**config.mk**
```make
export PLATFORM = sky130hd
export DESIGN_NAME = apb3_simple_bus_bridge_flat
export DESIGN_NICKNAME = d
export VERILOG_FILES = /design/src/rtl/apb3_simple_bus_bridge_pkg.sv /design/src/rtl/apb3_simple_bus_bridge_if.sv /design/src/rtl/apb3_simple_bus_bridge.sv /design/src/flat_wrapper.sv
export SDC_FILE = /design/constraint.sdc
export NUM_CORES = 1
export LEC_CHECK = 0
export ABC_CLOCK_PERIOD_IN_PS = 4350
export CAP_MARGIN = 20
export CORE_MARGIN = 8
export CORE_UTILIZATION = 37
export DETAILED_ROUTE_END_ITERATION = 8
export PLACE_DENSITY = 0.88
export SLEW_MARGIN = 20
export SYNTH_ARGS = -nofsm -noshare
export SYNTH_HDL_FRONTEND = slang
export SYNTH_SLANG_ARGS = --single-unit
```
**constraint.sdc**
```tcl
create_clock -name io_mainClk -period 4.35 [get_ports io_mainClk]
set_clock_uncertainty 0.1 [all_clocks]
set_input_delay 1.305 -clock io_mainClk [delete_from_list [all_inputs] [get_ports io_mainClk]]
set_output_delay 1.305 -clock io_mainClk [all_outputs]
set_load 0.03 [all_outputs]
```
**src/rtl/apb3_simple_bus_bridge_pkg.sv**
```systemverilog
// Shared definitions for the APB3 to simple cmd/rsp bus bridge:
// FSM state encoding, the fixed byte mask and the window check helper.
package apb3_simple_bus_bridge_pkg;

  typedef enum logic [2:0] {
    ST_IDLE = 3'd0,
    ST_CMD  = 3'd1,
    ST_WAIT = 3'd2,
    ST_DONE = 3'd3,
    ST_ERR  = 3'd4
  } state_e;

  localparam logic [3:0] BUS_MASK_ALL = 4'hF;

  // Offset is already base-relative; an underflowed subtraction lands far outside the window.
  function automatic logic in_window(input logic [31:0] offset,
                                     input logic [1:0]  byte_lsb,
                                     input logic [32:0] win_bytes);
    return ({1'b0, offset} < win_bytes) && (byte_lsb == 2'b00);
  endfunction

endpackage

```
**src/rtl/apb3_simple_bus_bridge_if.sv**
```systemverilog
// Bus bundles used by the bridge: an APB3 slave-side port and a
// simple cmd/rsp master-side port towards the on-chip RAM.
interface apb3_if;
  import apb3_simple_bus_bridge_pkg::*;

  logic [31:0] paddr;
  logic        psel;
  logic        penable;
  logic        pwrite;
  logic [31:0] pwdata;
  logic        pready;
  logic [31:0] prdata;
  logic        pslverr;

  modport master (output paddr, psel, penable, pwrite, pwdata,
                  input  pready, prdata, pslverr);
  modport slave  (input  paddr, psel, penable, pwrite, pwdata,
                  output pready, prdata, pslverr);
endinterface

interface simple_bus_if;
  import apb3_simple_bus_bridge_pkg::*;

  logic        cmd_valid;
  logic        cmd_ready;
  logic        cmd_write;
  logic [31:0] cmd_address;
  logic [31:0] cmd_data;
  logic [3:0]  cmd_mask;
  logic        rsp_valid;
  logic [31:0] rsp_data;

  modport master (output cmd_valid, cmd_write, cmd_address, cmd_data, cmd_mask,
                  input  cmd_ready, rsp_valid, rsp_data);
  modport slave  (input  cmd_valid, cmd_write, cmd_address, cmd_data, cmd_mask,
                  output cmd_ready, rsp_valid, rsp_data);
endinterface

```
**src/rtl/apb3_simple_bus_bridge.sv**
```systemverilog
// APB3 slave to simple cmd/rsp bus master bridge guarding the RAM window.
// One cmd beat per APB access; reads wait (bounded) for the response.
module apb3_simple_bus_bridge
  import apb3_simple_bus_bridge_pkg::*;
#(
  parameter logic [31:0] BASE_ADDR  = 32'h0000_0000,
  parameter int unsigned ADDR_DEPTH = 8192,
  parameter int unsigned TIMEOUT    = 15
) (
  input  logic         io_mainClk,
  input  logic         resetCtrl_systemReset,
  apb3_if.slave        apb,
  simple_bus_if.master bus
);

  localparam int unsigned     CNT_W     = $clog2(TIMEOUT + 1);
  localparam logic [32:0]     WIN_BYTES = 33'(ADDR_DEPTH) * 33'd4;
  localparam logic [CNT_W-1:0] CNT_LAST = CNT_W'(TIMEOUT - 1);

  state_e            state_q, state_d;
  logic              pready_q, pready_d;
  logic              pslverr_q, pslverr_d;
  logic [31:0]       prdata_q, prdata_d;
  logic              cmd_valid_q, cmd_valid_d;
  logic              cmd_write_q, cmd_write_d;
  logic [31:0]       cmd_address_q, cmd_address_d;
  logic [31:0]       cmd_data_q, cmd_data_d;
  logic [CNT_W-1:0]  cnt_q, cnt_d;
  logic              cooldown_q, cooldown_d;

  logic        access;
  logic        addr_ok;
  logic        fire;
  logic        timed_out;
  logic [31:0] offset;

  // The cycle right after a completion still shows the finished access on the
  // APB pins; the cooldown flag keeps it from being issued a second time.
  assign access    = apb.psel && apb.penable && !cooldown_q;
  assign offset    = apb.paddr - BASE_ADDR;
  assign addr_ok   = in_window(offset, apb.paddr[1:0], WIN_BYTES);
  assign fire      = cmd_valid_q && bus.cmd_ready;
  assign timed_out = (cnt_q == CNT_LAST);

  always_ff @(posedge io_mainClk or posedge resetCtrl_systemReset) begin
    if (resetCtrl_systemReset) begin
      state_q <= ST_IDLE;
    end else begin
      state_q <= state_d;
    end
  end

  always_comb begin
    state_d = state_q;
    case (state_q)
      ST_IDLE: if (access) state_d = addr_ok ? ST_CMD : ST_ERR;
      ST_CMD:  if (fire) state_d = cmd_write_q ? ST_DONE : ST_WAIT;
      ST_WAIT: begin
        if (bus.rsp_valid)  state_d = ST_DONE;
        else if (timed_out) state_d = ST_ERR;
      end
      ST_DONE: state_d = ST_IDLE;
      ST_ERR:  state_d = ST_IDLE;
      default: state_d = ST_IDLE;
    endcase
  end

  always_comb begin
    pready_d      = (state_d == ST_DONE) || (state_d == ST_ERR);
    pslverr_d     = (state_d == ST_ERR);
    cooldown_d    = (state_q == ST_DONE) || (state_q == ST_ERR);
    prdata_d      = prdata_q;
    cmd_valid_d   = cmd_valid_q;
    cmd_write_d   = cmd_write_q;
    cmd_address_d = cmd_address_q;
    cmd_data_d    = cmd_data_q;
    cnt_d         = cnt_q;
    case (state_q)
      ST_IDLE: begin
        if (access && addr_ok) begin
          cmd_valid_d   = 1'b1;
          cmd_write_d   = apb.pwrite;
          cmd_address_d = offset;
          cmd_data_d    = apb.pwdata;
        end
      end
      ST_CMD: begin
        if (fire) begin
          cmd_valid_d = 1'b0;
          cnt_d       = '0;
        end
      end
      ST_WAIT: begin
        cnt_d = cnt_q + CNT_W'(1);
        if (bus.rsp_valid) prdata_d = bus.rsp_data;
      end
      default: ;
    endcase
    if (state_d == ST_ERR) prdata_d = '0;
  end

  always_ff @(posedge io_mainClk or posedge resetCtrl_systemReset) begin
    if (resetCtrl_systemReset) begin
      pready_q      <= 1'b0;
      pslverr_q     <= 1'b0;
      prdata_q      <= '0;
      cmd_valid_q   <= 1'b0;
      cmd_write_q   <= 1'b0;
      cmd_address_q <= '0;
      cmd_data_q    <= '0;
      cnt_q         <= '0;
      cooldown_q    <= 1'b0;
    end else begin
      pready_q      <= pready_d;
      pslverr_q     <= pslverr_d;
      prdata_q      <= prdata_d;
      cmd_valid_q   <= cmd_valid_d;
      cmd_write_q   <= cmd_write_d;
      cmd_address_q <= cmd_address_d;
      cmd_data_q    <= cmd_data_d;
      cnt_q         <= cnt_d;
      cooldown_q    <= cooldown_d;
    end
  end

  assign apb.pready      = pready_q;
  assign apb.pslverr     = pslverr_q;
  assign apb.prdata      = prdata_q;
  assign bus.cmd_valid   = cmd_valid_q;
  assign bus.cmd_write   = cmd_write_q;
  assign bus.cmd_address = cmd_address_q;
  assign bus.cmd_data    = cmd_data_q;
  assign bus.cmd_mask    = BUS_MASK_ALL;

endmodule
```
**src/flat_wrapper.sv**
```systemverilog
// flat-port wrapper written by rule: the top's interface ports become plain ports
module apb3_simple_bus_bridge_flat import apb3_simple_bus_bridge_pkg::*;
#(
  parameter logic [31:0] BASE_ADDR  = 32'h0000_0000,
  parameter int unsigned ADDR_DEPTH = 8192,
  parameter int unsigned TIMEOUT    = 15
)
  (io_mainClk, resetCtrl_systemReset, apb_paddr, apb_psel, apb_penable, apb_pwrite, apb_pwdata, apb_pready, apb_prdata, apb_pslverr, bus_cmd_valid, bus_cmd_write, bus_cmd_address, bus_cmd_data, bus_cmd_mask, bus_cmd_ready, bus_rsp_valid, bus_rsp_data);
  apb3_if apb_i ();
  simple_bus_if bus_i ();
  input  logic io_mainClk;
  input  logic resetCtrl_systemReset;
  input wire logic [$bits(apb_i.paddr)-1:0] apb_paddr;
  input wire logic [$bits(apb_i.psel)-1:0] apb_psel;
  input wire logic [$bits(apb_i.penable)-1:0] apb_penable;
  input wire logic [$bits(apb_i.pwrite)-1:0] apb_pwrite;
  input wire logic [$bits(apb_i.pwdata)-1:0] apb_pwdata;
  output wire logic [$bits(apb_i.pready)-1:0] apb_pready;
  output wire logic [$bits(apb_i.prdata)-1:0] apb_prdata;
  output wire logic [$bits(apb_i.pslverr)-1:0] apb_pslverr;
  output wire logic [$bits(bus_i.cmd_valid)-1:0] bus_cmd_valid;
  output wire logic [$bits(bus_i.cmd_write)-1:0] bus_cmd_write;
  output wire logic [$bits(bus_i.cmd_address)-1:0] bus_cmd_address;
  output wire logic [$bits(bus_i.cmd_data)-1:0] bus_cmd_data;
  output wire logic [$bits(bus_i.cmd_mask)-1:0] bus_cmd_mask;
  input wire logic [$bits(bus_i.cmd_ready)-1:0] bus_cmd_ready;
  input wire logic [$bits(bus_i.rsp_valid)-1:0] bus_rsp_valid;
  input wire logic [$bits(bus_i.rsp_data)-1:0] bus_rsp_data;
  assign apb_i.paddr = apb_paddr;
  assign apb_i.psel = apb_psel;
  assign apb_i.penable = apb_penable;
  assign apb_i.pwrite = apb_pwrite;
  assign apb_i.pwdata = apb_pwdata;
  assign apb_pready = apb_i.pready;
  assign apb_prdata = apb_i.prdata;
  assign apb_pslverr = apb_i.pslverr;
  assign bus_cmd_valid = bus_i.cmd_valid;
  assign bus_cmd_write = bus_i.cmd_write;
  assign bus_cmd_address = bus_i.cmd_address;
  assign bus_cmd_data = bus_i.cmd_data;
  assign bus_cmd_mask = bus_i.cmd_mask;
  assign bus_i.cmd_ready = bus_cmd_ready;
  assign bus_i.rsp_valid = bus_rsp_valid;
  assign bus_i.rsp_data = bus_rsp_data;
  apb3_simple_bus_bridge #(.BASE_ADDR(BASE_ADDR), .ADDR_DEPTH(ADDR_DEPTH), .TIMEOUT(TIMEOUT)) u_core (.io_mainClk(io_mainClk), .resetCtrl_systemReset(resetCtrl_systemReset), .apb(apb_i), .bus(bus_i));
endmodule
```
# Word-level counts from Yosys, hierarchy flattened
# Index checks and enable logic that the tools add are counted.
# totals
output_inout_bits	104
reg_bits	108
word_cells	54
# op_classes
n_lt_le_gt_ge	1
muxes	15
add_sub_neg	1
n_reduce_logical	18
n_eq_ne	9
# ops
cell	n
$mux 32	3
$lt 32x16->1 const B	1
$mux 3	5
$eq 3x2->1 const B	3
$pmux 3 s3	1
$pmux 4 s2	1
$reduce_bool 2->1	4
$eq 3x3->1 const B	2
$reduce_and 2->1	3
$logic_and 1x1->1	5
$add 4x1->4 const B	1
$eq 4x4->1 const B	1
$mux 4	1
$ne 2x1->1 const B	2
$eq 3x1->1 const B	1
$logic_not 3->1	1
$mux 1	3
$reduce_and 3->1	1
$logic_not 2->1	1
$logic_or 1x1->1	2
$pmux 1 s2	1
$logic_not 1->1	1

# Longest topological paths before layout
# Gate-level depths: netlist of the first run.
# logic_depth
word_depth	8
depth_mapped	6

# Least setup slack after synthesis of the first run
# No wires, ideal clock.
# synth_path
path_kind	input port to flip-flop
startpoint	input apb_paddr[25]
endpoint	register u_core.cmd_address_q[10], in the netlist u_core.bus.cmd_address[10]
n_path_buf	2
setup_slack_ns	1.357
t_arrival_ns	2.766
stages	6
cell_sequence	or4_1 -> nor2_1 -> and3_2 -> buf_6 -> buf_6 -> mux2_1
# synth_between
elab_chain_cells	4
# synth_rtl
item	line	source
start, declared	flat_wrapper.sv:13	input wire logic [$bits(apb_i.paddr)-1:0] apb_paddr;
$lt 32x16->1	apb3_simple_bus_bridge_pkg.sv:19	return ({1'b0, offset} < win_bytes) && (byte_lsb == 2'b00);
$logic_and 1x1->1	apb3_simple_bus_bridge_pkg.sv:19	
$logic_and 1x1->1	apb3_simple_bus_bridge.sv:80	if (access && addr_ok) begin
$reduce_and 2->1 (no line)	--	
end signal, assigned	apb3_simple_bus_bridge.sv:119	cmd_address_q <= cmd_address_d;
end, declared	apb3_simple_bus_bridge.sv:26	logic [31:0] cmd_address_q, cmd_address_d;
# No other way between the ends.
# A chain may end at the register's enable or synchronous reset.

# Final worst setup path of the first run
# layout_path
startpoint	input apb_paddr[1]
endpoint	register u_core.cmd_address_q[10], in the netlist u_core.bus.cmd_address[10]
# layout_between
elab_chain_cells	4
elab_cells_between_ends	5
cone_classes	order compare (1); reduce/logical (4)
# layout_rtl
item	line
$lt 32x16->1 or $logic_not 2->1 (tied branches)	apb3_simple_bus_bridge_pkg.sv:19
$logic_and 1x1->1 *	apb3_simple_bus_bridge_pkg.sv:19
$logic_and 1x1->1 *	apb3_simple_bus_bridge.sv:80
$reduce_and 2->1 (no line) *	--
# Mark *: on every way between the ends. The rest lies on a longest branch, timed or not.

==> impl_results.md, run 1 <==
* Register area share after synthesis at 0.633
* Setup_tns at 0 ns
* Lkg Pwr at about 3 nW
* Largest net degree at the start of global routing at 67
* Syn Area/Cell at roughly 14 µm²
* DR vias at about 3200
* First-pass GRT wire length at 18100 µm
* Antenna diodes at 0
* Vias per inst at 4.84
* Final period util at 0.751
* Synth Warn # at 0
* Flops & latches, synth at 108
* CORE AREA at 11300 µm²
* Pre-Repair DR Iteration Count at 4
* Register area at 2700 µm²
* Hold_ws at just under 0.4 ns
* Fill cell count at 903
* Clk sink count at roughly 110
* Worst Tran Pin Value at 0.939 ns
* Total gr overflow at 0
* Commonest cells post-synth: dfrtp_1, nor3_1, mux2i_1
* Number of global-route vias before repair at 3550
* H-tree Lvls at 3
* Hold Path Class: flip-flop to flip-flop
* Count leader, synth: dfrtp_1
* CTS root buffer: clkbuf_16
* Synth top area share at 0.633
* Max IR drop VDD at 0.000240 V
* Multi-input gate area at 1430 µm²
* DP HPWL at between 8000 and 9000 µm
* Outcome: finished clean
* Share of cells above drive strength 1 at 0.103
* Total detailed-routing wirelength at 11300 µm
* Clock Pin Slew Worst Setup and Hold Paths at 0.08 ns
* Fin nets at 613
* Fmax at 306 MHz
* Die H at about 120 µm
* Crit path arrival time at 3.38 ns
* Final Hold Fails at 0
* Fin. max-slew vios at 0
* Hold-fix buffers at CTS at 0
* # resized after CTS at 0
* Min Tclk post-route at 3.27 ns
* DRC violations left at 0
* Worst skew pair latency at 0.33 ns
* WL/cell at 17.3 µm
* Initial core utilization at 0.377
* Row count at 39
* CP Capture Type: flip-flop
* Gpl congestion at 0.739
* Remaining antenna violation count at 0
* TritonCTS Buffers at 9
* Die width at between 100 and 150 µm
* Area Overhead vs Synth at 57.3%
* CTS tree: built
* Ports at 207
* Clk buf depth at 2
* Initial antenna violation count at 0
* Syn Std Cell Area at 4270 µm²
* Max Cap Viol at 0
* DR iter-0 viols at approximately 120
* Netlist cell types at 35
* RSZ-0062 raised after global routing: false
* Crit start category: input port
* Top cell type by total area after synthesis: dfrtp_1
* Max FO, Critical Path at 66
* Power Density at slightly below 300 nW/µm²
* Total GRT Usage at 0.150
* Top post-synthesis cells by area: dfrtp_1, mux2i_1, mux2_2
* Synth Instances at 309
* Ys flop type: dfrtp_1
* Fraction of registers with async set/reset at 1.00
* Die ar. at 15200 µm²
* Setup bufs post-CTS at 0
* Critical Path RT at 4.46 ns
* PortBufs at approximately 200
* Slew margin rel. at 0.374
* Final setup viols at 0
* WS Path Type: input port to flip-flop
* Number of flops mapped to enable cells by yosys at 0
-- kinds of logic after synthesis --
kind of cell | after synthesis | share of synthesized area
AO/OA/AOI/OAI | 10 | 0.0150
XOR/XNOR | 1 | 0.00205
adder cells (fa/ha/maj) | 2 | 0.00586
buffers and inverters | 25 | 0.0361
flip-flops | 108 | 0.633
multiplexers | 78 | 0.196
other | 1 | 0.000879
AND/OR/NAND/NOR | 84 | 0.110
-- worst paths after layout --
path | start | endpoint | slack, ns | cells past startpoint
worst min register to register | u_core.bus.cmd_address[11]$_DFFE_PP0P_ | u_core.bus.cmd_address[11]$_DFFE_PP0P_ | 0.39 | 1
worst max register to register | u_core.state_q[1]$_DFF_PP0_ | u_core.apb.prdata[19]$_DFFE_PP0P_ | 1.96 | 4
worst min-delay path | u_core.bus.cmd_address[11]$_DFFE_PP0P_ | u_core.bus.cmd_address[11]$_DFFE_PP0P_ | 0.39 | 1
max in group asynchronous | resetCtrl_systemReset | u_core.bus.cmd_data[27]$_DFFE_PP0P_ | 2.12 | 3
min in group asynchronous | resetCtrl_systemReset | u_core.bus.cmd_address[9]$_DFFE_PP0P_ | 1.28 | 2
worst max-delay path | apb_paddr[1] | u_core.bus.cmd_address[10]$_DFFE_PP0P_ | 1.08 | 6
-- area by class of cell --
cell class	instances	area share
sequential	108	0.403
tap	143	0.0267
clock inverter	7	0.0121
clock buffer	9	0.0336
multi-input combinational	179	0.213
inverter	4	0.00261
timing repair buffer	206	0.309
-- worst max-delay path, stage by stage --
cell	delay, ns
clkdlybuf4s50_1	0.39
or4_1	0.52
nor2_1	0.20
and3_2	0.25
buf_12	0.29
mux2_1	0.37
-- power breakdown --
group	internal [mW]	total (mW)	leakage [nW]	switching, mW
clock	0.456	0.826	0.147	0.370
sequential	1.01	1.01	1.48	0.00162
combinational	0.0887	0.137	1.37	0.0481
total	1.55	1.97	3.00	0.420
-- per-layer routing --
layer  global-route usage  share of wire  vias to the layer above
met5                    0              0                        -
met4               0.0451          0.012                        0
met3               0.0772           0.12                       10
met2                0.259           0.51                      120
met1                0.158           0.36                     1575
li1                     -              -                     1467
-- sequential cells by signal (all words and copies together), names as in the netlist --
name	cells
u_core.state_q	3
u_core.bus.cmd_data	32
u_core.apb.prdata	32
u_core.cnt_q	4
u_core.cooldown_q	1
u_core.bus.cmd_address	32
u_core.apb.pslverr	1
u_core.bus.cmd_valid	1
u_core.apb.pready	1
u_core.bus.cmd_write	1
-- stage by stage --
step / power (mW) / setup WS (ns) / utilization / area [µm²] / instances
5_1_grt: 2.05 / 0.976 / 0.593 / 6710 / 656
2_1_floorplan: 1.06 / 0.0994 / - / 4280 / 312
3_5_place_dp: 1.17 / 0.725 / 0.566 / 6400 / 640
4_1_cts: 2.00 / 1.09 / 0.593 / 6710 / 656
6_report: 1.97 / 1.08 / 0.593 / 6710 / 656
3_3_place_gp: 1.16 / 0.759 / 0.566 / 6400 / 640
-- layout by cell type, fill, tap and decap left out, types with 2 or more instances in the layout --
cell             instances
nand2b_1                 2
nor2b_1                 19
inv_6                    4
or4_1                    2
clkbuf_16                9
and3b_1                  2
clkdlybuf4s50_1        202
mux2_2                  26
nand3_1                  3
mux2i_1                 32
nor3_1                  34
o21ai_0                  3
nand2_1                  8
nor4_1                   2
nor2_1                   2
mux2_1                  20
ha_1                     2
inv_1                    3
buf_4                    2
buf_12                   2
o22ai_1                  2
dfrtp_1                108
conb_1                   4
or2_2                    2
No activity file was read; power rests on OpenSTA's default activity.
==> run 2: changes to the inputs <==
ABC_CLOCK_PERIOD_IN_PS = 2700   (was 4350)
clock period = 2.7 ns   (was 4.35 ns; I/O delays follow)
==> run 2 against run 1 <==
Cell count increased by 1.2%. Combinational power up 66%. Sequential power up 60%. Die area unchanged. Cell area increased by 1.8%. Worst hold slack worse by 0.0017 ns.
==> impl_results.md, run 2 (synthesis gave the netlist of run 1 again) <==
* Outcome: finished clean
* Antenna diodes at 0 (unchanged)
* Worst Tran Pin Value at 0.679 ns (-0.259 ns)
* Worst skew pair latency at 0.33 ns (about the same)
* Hold Path Class: flip-flop to flip-flop
* Fill cell count at 901 (-0.22%)
* CP Capture Type: flip-flop
* Cells on Worst Hold Path at 1 (unchanged)
* Min Tclk post-route at roughly 2.6 ns
* M1 GR Usage at 0.160 (+0.00229)
* Fmax at 380 MHz
* Placed cells at 647 (+1.1%)
* Critical Path RT at 2.82 ns (-1.64 ns)
* Total gr overflow at 0 (unchanged)
* Largest net degree at the start of global routing at 53 (-21%)
* Die H at 123 µm (unchanged)
* GR Layer Usage met3 at 0.0621 (-0.0151)
* Clk sink count at 108 (unchanged)
* Worst setup margin at 0.0694 ns (-1.01 ns)
* Lkg Pwr at 3.05 nW (+1.6%)
* Gpl congestion at 0.734 (-0.74%)
* Commonest non-fill, non-tap cell in the layout: clkdlybuf4s50_1
* TritonCTS Buffers at 9 (unchanged)
* DP HPWL at 8760 µm (+0.40%)
* Crit start category: input port
* Place WS at -0.289 ns (-1.01 ns)
* WS Path Type: input port to flip-flop
* Worst R2R Path Depth at 5 (+1)
* Power Density at 461 nW/µm² (+57%)
* Setup bufs post-CTS at 0 (unchanged)
* Share of cells above drive strength 1 at 0.117 (+0.0138)
* Max Cap Viol at 0 (unchanged)
* Max FO, Critical Path at 26 (-61%)
* WL/cell at 17.5 µm (+1.4%)
* Reg2reg end: u_core.apb.prdata[15]$_DFFE_PP0P_
* H-tree Lvls at 3 (unchanged)
* Commonest cells after routing, fill and taps aside: clkdlybuf4s50_1, dfrtp_1, nor3_1, mux2i_1, mux2_2
* Final Hold Fails at 0 (unchanged)
* Crit path arrival time at 2.75 ns (-0.63 ns)
* Hold Startpoint: u_core.cnt_q[3]$_DFFE_PP0P_
* DR vias at 3166 (-0.19%)
* Fin cells at 664 (+1.2%)
* Worst reg-to-reg setup slack at 0.59 ns (-1.37 ns)
* Ports at 207 (unchanged)
* Final period util at 0.974
* CORE AREA at 11300 µm² (unchanged)
* RSZ-0062 raised after global routing: false
* First-pass GRT wire length at 18000 µm (-0.38%)
* Die ar. at 15200 µm² (unchanged)
* Clock Pin Slew Worst Setup and Hold Paths at 0.07 ns (about the same)
* GRT busiest layer: met2
* CTS tree: built
* Max IR drop VDD at 0.000385 V (+60%)
* Row count at 39 (unchanged)
* Initial core utilization at 0.377 (unchanged)
* Hold_ws at 0.387 ns (-0.00166 ns)
* Worst hold path endpoint: u_core.cnt_q[3]$_DFFE_PP0P_
* CTS root buffer: clkbuf_16
* Die width at 123 µm (unchanged)
* Fin. max-slew vios at 0 (unchanged)
* Hold-fix buffers at CTS at 0 (unchanged)
* Clk buf depth at 2 (unchanged)
* # resized after CTS at 0 (unchanged)
* Initial antenna violation count at 0 (unchanged)
* Number of global-route vias before repair at 3535 (-0.42%)
* Met2 usage at 0.261 (+0.00169)
* Pre-Repair DR Iteration Count at 4 (unchanged)
* Slew margin rel. at 0.547 (+0.173)
* Fin nets at 621 (+1.3%)
* Area Overhead vs Synth at 60.2%
* Worst r2r src: u_core.state_q[2]$_DFF_PP0_
* Vias per inst at 4.77 (-1.4%)
* DR iter-0 viols at 95 (-17%)
* Total GRT Usage at 0.149 (-0.00175)
* PortBufs at 202 (unchanged)
* Final setup viols at 0 (unchanged)
* Remaining antenna violation count at 0 (unchanged)
* DRC violations left at 0 (unchanged)
* Total detailed-routing wirelength at 11600 µm (+2.7%)
-- run 2: worst max-delay path by stage --
stage,from,endpoint,slack (ns),depth (start not counted)
2_1_floorplan,apb_paddr[25],u_core.bus.cmd_address[10]$_DFFE_PP0P_,0.20,6
3_3_place_gp,apb_paddr[25],u_core.bus.cmd_data[22]$_DFFE_PP0P_,-0.27,6
3_5_place_dp,apb_paddr[25],u_core.bus.cmd_data[23]$_DFFE_PP0P_,-0.29,6
4_1_cts,apb_paddr[25],u_core.bus.cmd_data[23]$_DFFE_PP0P_,0.07,6
5_1_grt,apb_paddr[25],u_core.bus.cmd_data[19]$_DFFE_PP0P_,0.01,6
6_report,apb_paddr[25],u_core.bus.cmd_data[21]$_DFFE_PP0P_,0.07,6
-- run 2: critical path, stage by stage --
cell             delay [ns]
clkdlybuf4s50_1        0.39
or4_1                  0.52
nor2_1                 0.15
and3_2                 0.29
clkbuf_16              0.24
mux2_2                 0.35
-- run 2: per-stage QoR --
| step | setup TNS, ns | cell area, µm² | utilization | total power [mW] |
|---|---|---|---|---|
| finish | 0 | 6830 | 0.604 | 3.15 |
| global placement | -16.82 | 6510 | 0.575 | 1.88 |
| global route | 0 | 6830 | 0.604 | 3.28 |
| detailed placement | -18.65 | 6510 | 0.575 | 1.89 |
| CTS | 0 | 6810 | 0.601 | 3.19 |
| floorplan | 0 | 4280 | - | 1.71 |
-- run 2: metal layers --
layer,wire [µm],vias to the layer above,share of wire
li1,-,1489,-
met1,4340,1550,0.37
met2,5900,116,0.51
met3,1240,11,0.11
met4,148,0,0.013
met5,0,-,0
-- run 2: cell type report --
| class | count | area [µm²] | area share |
|---|---|---|---|
| Inverter | 4 | 18.8 | 0.00275 |
| Tap cell | 143 | 179 | 0.0262 |
| Clock inverter | 7 | 75.1 | 0.0110 |
| Sequential cell | 108 | 2700 | 0.395 |
| Timing Repair Buffer | 214 | 2200 | 0.323 |
| Multi-Input combinational cell | 179 | 1430 | 0.209 |
| Clock buffer | 9 | 225 | 0.0330 |
-- run 2: where the power goes --
part,switching [mW],internal (mW),leakage [nW]
sequential,0.00302,1.62,1.48
clock,0.575,0.722,0.138
combinational,0.0790,0.149,1.43
==> run 3: changes to the inputs <==
--- a/config.mk
+++ b/config.mk
@@ -17 +17,2 @@
 export SYNTH_SLANG_ARGS = --single-unit
+export TNS_END_PERCENT = 1
--- a/constraint.sdc
+++ b/constraint.sdc
@@ -4,2 +4,2 @@
 set_output_delay 0.81 -clock io_mainClk [all_outputs]
-set_load 0.03 [all_outputs]
+set_load 0.02 [all_outputs]
==> results of run 3 <==
Same layout as run 2 (identical final DEF). Status: finished clean.
Among the figures that moved: total power 3.15 mW -> 3.14 mW
